===== src/rtl/uart_tx_fifo.sv =====
// UART 8N1 transmitter with a valid/ready byte FIFO in front of the serializer.
// The serializer pops the FIFO head and shifts it out LSB-first; back-to-back frames abut.
module uart_tx_fifo #(
    parameter int CLKS_PER_BIT = 868,
    parameter int FIFO_DEPTH   = 16
) (
    input  logic                          clk,
    input  logic                          Rst,
    input  logic [7:0]                    tx_data,
    input  logic                          tx_valid,
    output logic                          tx_ready,
    output logic                          tx,
    output logic                          busy,
    output logic [$clog2(FIFO_DEPTH):0]   fifo_count
);

    localparam int PW = $clog2(FIFO_DEPTH);
    localparam int CW = PW + 1;
    localparam int BW = (CLKS_PER_BIT > 1) ? $clog2(CLKS_PER_BIT) : 1;

    localparam logic [CW-1:0] DEPTH_C   = CW'(FIFO_DEPTH);
    localparam logic [BW-1:0] BAUD_LAST = BW'(CLKS_PER_BIT - 1);

    typedef enum logic [1:0] {
        IDLE  = 2'd0,
        START = 2'd1,
        DATA  = 2'd2,
        STOP  = 2'd3
    } state_t;

    // FIFO storage and bookkeeping
    logic [7:0]    mem [FIFO_DEPTH];
    logic [PW-1:0] wr_ptr_reg, wr_ptr_next;
    logic [PW-1:0] rd_ptr_reg, rd_ptr_next;
    logic [CW-1:0] count_reg,  count_next;
    logic [7:0]    fifo_head;
    logic          push;
    logic          pop;

    // Serializer state
    state_t        state_reg,    state_next;
    logic          tx_reg,       tx_next;
    logic [7:0]    shift_reg,    shift_next;
    logic [2:0]    bit_idx_reg,  bit_idx_next;
    logic [BW-1:0] baud_cnt_reg, baud_cnt_next;
    logic          baud_last;

    // Ready comes from the registered count only, so a pop in the same cycle
    // does not let a push into a full FIFO.
    assign tx_ready   = (count_reg < DEPTH_C);
    assign push       = tx_valid && tx_ready;
    assign fifo_head  = mem[rd_ptr_reg];
    assign baud_last  = (baud_cnt_reg == BAUD_LAST);

    assign tx         = tx_reg;
    assign fifo_count = count_reg;
    assign busy       = (state_reg != IDLE) || (count_reg != '0);

    always_ff @(posedge clk) begin
        if (push) begin
            mem[wr_ptr_reg] <= tx_data;
        end
    end

    always_comb begin
        wr_ptr_next = wr_ptr_reg;
        rd_ptr_next = rd_ptr_reg;
        count_next  = count_reg;
        if (push) begin
            wr_ptr_next = wr_ptr_reg + PW'(1);
        end
        if (pop) begin
            rd_ptr_next = rd_ptr_reg + PW'(1);
        end
        case ({push, pop})
            2'b10:   count_next = count_reg + CW'(1);
            2'b01:   count_next = count_reg - CW'(1);
            default: count_next = count_reg;
        endcase
    end

    always_comb begin
        state_next    = state_reg;
        tx_next       = tx_reg;
        shift_next    = shift_reg;
        bit_idx_next  = bit_idx_reg;
        baud_cnt_next = baud_cnt_reg;
        pop           = 1'b0;

        case (state_reg)
            IDLE: begin
                tx_next       = 1'b1;
                baud_cnt_next = '0;
                if (count_reg != '0) begin
                    pop        = 1'b1;
                    shift_next = fifo_head;
                    tx_next    = 1'b0;
                    state_next = START;
                end
            end

            START: begin
                if (baud_last) begin
                    baud_cnt_next = '0;
                    tx_next       = shift_reg[0];
                    shift_next    = shift_reg >> 1;
                    bit_idx_next  = 3'd0;
                    state_next    = DATA;
                end else begin
                    baud_cnt_next = baud_cnt_reg + BW'(1);
                end
            end

            DATA: begin
                if (baud_last) begin
                    baud_cnt_next = '0;
                    if (bit_idx_reg == 3'd7) begin
                        tx_next    = 1'b1;
                        state_next = STOP;
                    end else begin
                        tx_next      = shift_reg[0];
                        shift_next   = shift_reg >> 1;
                        bit_idx_next = bit_idx_reg + 3'd1;
                    end
                end else begin
                    baud_cnt_next = baud_cnt_reg + BW'(1);
                end
            end

            STOP: begin
                if (baud_last) begin
                    baud_cnt_next = '0;
                    // Chain straight into the next start bit when more bytes wait.
                    if (count_reg != '0) begin
                        pop        = 1'b1;
                        shift_next = fifo_head;
                        tx_next    = 1'b0;
                        state_next = START;
                    end else begin
                        tx_next    = 1'b1;
                        state_next = IDLE;
                    end
                end else begin
                    baud_cnt_next = baud_cnt_reg + BW'(1);
                end
            end

            default: begin
                tx_next       = 1'b1;
                baud_cnt_next = '0;
                state_next    = IDLE;
            end
        endcase
    end

    always_ff @(posedge clk) begin
        if (Rst) begin
            state_reg    <= IDLE;
            tx_reg       <= 1'b1;
            shift_reg    <= '0;
            bit_idx_reg  <= '0;
            baud_cnt_reg <= '0;
            wr_ptr_reg   <= '0;
            rd_ptr_reg   <= '0;
            count_reg    <= '0;
        end else begin
            state_reg    <= state_next;
            tx_reg       <= tx_next;
            shift_reg    <= shift_next;
            bit_idx_reg  <= bit_idx_next;
            baud_cnt_reg <= baud_cnt_next;
            wr_ptr_reg   <= wr_ptr_next;
            rd_ptr_reg   <= rd_ptr_next;
            count_reg    <= count_next;
        end
    end

endmodule


===== config.mk =====
export PLATFORM = sky130hd
export DESIGN_NAME = uart_tx_fifo
export DESIGN_NICKNAME = d
export VERILOG_FILES = /design/src/rtl/uart_tx_fifo.sv
export SDC_FILE = /design/constraint.sdc
export NUM_CORES = 1
export LEC_CHECK = 0
export BUFFER_PORTS_ARGS = -buffer_cell sky130_fd_sc_hd__buf_2
export CAP_MARGIN = 20
export CORE_UTILIZATION = 42
export DETAILED_ROUTE_END_ITERATION = 6
export GPL_TIMING_DRIVEN = 0
export HOLD_SLACK_MARGIN = 0.1
export SETUP_SLACK_MARGIN = 0.1
export SLEW_MARGIN = 25
export SYNTH_ARGS = -nofsm -noshare
export SYNTH_HDL_FRONTEND = slang
export SYNTH_SLANG_ARGS = --single-unit

===== constraint.sdc =====
create_clock -name clk -period 3.5 [get_ports clk]
set_input_delay 0.7 -clock clk [delete_from_list [all_inputs] [get_ports clk]]
set_output_delay 0.7 -clock clk [all_outputs]
set_load 0.005 [all_outputs]

==> results.cfg <==
[setup_path]
path_class = reg2reg
crit_top_cell = ha_1
slowest_stage = dfxtp_1
path_max_fanout = 9
end_kind = flop
cp_cell_sequence = ha_1, nor4b_4, a41oi_2, nor3_4, ha_1, buf_2, xor2_1, ha_1, a22o_1, a31oi_1, mux2i_1, mux2_2
r2r-end = fifo_count[4]$_SDFFE_PP0P_
critPathRequiredTime_ns = 3.81
r2r_start = baud_cnt_reg[0]$_SDFF_PP0_
reg2reg_depth = 12
slowest_delay_ns = 0.38
reg2reg_slack_ns = 0.34
cp-start-kind = flop
crit_path_start = baud_cnt_reg[0]$_SDFF_PP0_
critPathArrivalTime_ns = 3.47

[floorplanning]
die_x_um = 131
fp.dieArea_sq_mm = 0.0172
num_io_pins = 19
initial_core_util = 0.436
core_area_sq_mm = 0.0161
rows = 46
die_height_um = 131

[layout]
largest_reg_flops = 128
area_growth_pct = 13.8
finalInstanceArea_sq_mm = 0.00797
final_core_utilization = 0.496
multi_input_area_sq_mm = 0.00221
stdcell_count = 726
ff_latch_area_sq_mm = 0.00466
diodes = 0
drive_above_1_share = 0.196
fill_cells = 1316
nets = 523

[placement]
port_buffers = 17
place_ws_ns = 0.153
hpwl_um = 9220
dpl.cell_count = 693
place_congestion = 0.804
placed_area_sq_mm = 0.00739

[sta]
fin_setup_tns_ns = 0
fin_skew_ns = 0.00696
rsz0062_at_grt = false
setup_viol_count_final = 0
hold_ws_ns = 0.469
slew_headroom = 0.328
period_needed_ns = 3.16
fmax_mhz = 317
worstMarginPinSlew_ns = 1.00
maxSlewViolCount = 0
finalCritPeriodShare = 0.902
setup_ws_ns = 0.343
finalHoldViolCount = 0

[yosys]
synthDistinctLibCells = 49
postSynthAreaPerCell_sq_um = 15.3
yosysWarnings = 0
synth_edf_count = 128
netlist_top_cells_area = edfxtp_1, dfxtp_1, mux4_2, nor2_1, mux2i_1
netlist_area_sq_mm = 0.00700
synth_cells = 458
ys_seq_area_frac = 0.666
synth_top_area_frac = 0.549
synth.most_common_cell = edfxtp_1
yosys_most_used_dff = edfxtp_1
synth_top_area_cell = edfxtp_1
synth_commonest_cells = edfxtp_1, nor2_1, dfxtp_1, mux4_2, mux2i_1
synth_fp_nets = 484
async_flop_share = 0
synth_seq_cells = 169

[job]
max_cap_viol_count = 0

[route]
drt_wl_total_um = 13700
drc_errors = 0
drtPass1Iterations = 4
wl_per_cell_um = 18.8
num_vias = 3887
ant_nets = 0
viasPerCell = 5.35
first_iter_violations = 266

[global_route]
antenna_found_initial = 0
grt_max_degree = 17
grt_usage = 0.172
grt_pass1_wl_um = 21800
grt-ovfl-total = 0
grt_pass1_vias = 3925

[pwr]
switching_share = 0.300
intPower_mw = 3.87
totalPowerFinal_mw = 5.52
p_seq_frac = 0.430
comb_power_share = 0.249
p_switching_mw = 1.65
p_leak_nw = 2.65
p_clk_frac = 0.322
ir_drop_mv = 0.360
powerDensity_mw_per_mm2 = 693

[clock_tree]
numCtsBuffers = 17
cts_tree = yes
clk_pin_slew_ns = 0.06
clock_latency_ns = 0.43
h-tree-depth = 4
cts_hold_buffers = 0
cts_buffer_depth = 2
clock_sinks = 169
cts-root-buf = clkbuf_16

[hold_path]
hold_depth = 1
holdPathEnd = baud_cnt_reg[0]$_SDFF_PP0_
hp-start = baud_cnt_reg[0]$_SDFF_PP0_
hold_class = reg2reg

[run_status]
status = finished clean
[worst max path at each step]
stage / cells after the start / slack (ns) / to
floorplan: 12 / 0.56 / fifo_count[4]$_SDFFE_PP0P_
finish: 12 / 0.34 / fifo_count[4]$_SDFFE_PP0P_
global placement: 12 / 0.20 / fifo_count[4]$_SDFFE_PP0P_
CTS: 12 / 0.13 / fifo_count[4]$_SDFFE_PP0P_
global route: 12 / 0.12 / fifo_count[4]$_SDFFE_PP0P_
detailed placement: 12 / 0.15 / fifo_count[4]$_SDFFE_PP0P_
[placed cells by master, fill, tap and decap left out, types with 3 or more instances in the layout]
cell	instances
nor3_1	8
inv_1	12
nor2_1	63
nand2_1	13
buf_4	3
nor3_2	5
xor2_1	12
nand4_1	4
inv_4	3
xnor2_1	6
nand2b_1	5
mux4_2	32
clkbuf_1	18
a2111oi_0	7
inv_6	3
buf_2	23
clkinv_4	4
edfxtp_1	128
o21ai_0	13
nand3_1	5
mux2i_1	21
clkbuf_16	18
nor2b_1	4
dfxtp_1	41
ha_1	15
a21oi_1	6
[cell type report]
class,instances,share of cell area
Tap cell,216,0.0339
Sequential cell,169,0.585
Timing Repair Buffer,20,0.0135
Clock inverter,12,0.0129
Clock buffer,20,0.0574
Inverter,12,0.00565
Multi-Input combinational cell,252,0.278
Buffer,25,0.0137
[power groups by stage]
stage | registers, mW | logic, mW | clock network, mW
6_report | 2.37 | 1.37 | 1.78
5_1_grt | 2.39 | 1.53 | 1.90
4_1_cts | 2.37 | 1.36 | 1.80
3_5_place_dp | 2.42 | 1.35 | 0
3_3_place_gp | 2.41 | 1.31 | 0
2_1_floorplan | 2.40 | 0.990 | 0
[worst max-delay path: cells and delay by family (launching register included)]
kind	cells	cell delay [ns]
muxes	2	0.57
AOI/OAI and AO/OA	3	0.64
DFF	1	0.38
and+or+nand+nor	2	0.59
adders and majority gates	3	0.60
xor gates and xnor gates	1	0.09
buffers and inverters	1	0.18
[layer usage]
| metal | share of wire | up-vias | GRT usage | wire length, um |
|---|---|---|---|---|
| li1 | - | 1827 | - | - |
| met1 | 0.46 | 1987 | 0.222 | 6220 |
| met2 | 0.50 | 56 | 0.284 | 6840 |
| met3 | 0.030 | 17 | 0.0378 | 413 |
| met4 | 0.014 | 0 | 0.0627 | 189 |
| met5 | 0 | - | 0 | 0 |
[kinds of logic after synthesis]
group                      after synthesis  share of synthesized area
AOI/OAI and AO/OA                       46                     0.0475
xor gates and xnor gates                18                     0.0225
adders and majority gates               15                     0.0268
buffers and inverters                   37                     0.0220
DFF                                    169                      0.666
muxes                                   54                      0.135
and+or+nand+nor                        119                     0.0804
[what timing repair did]
item	4_1_cts	5_1_grt
setup buffers	0	1
gates resized for setup	0	2
hold endpoints to repair	0	0
endpoints found under the setup margin	0	1
No activity file was read; power rests on OpenSTA's default activity.
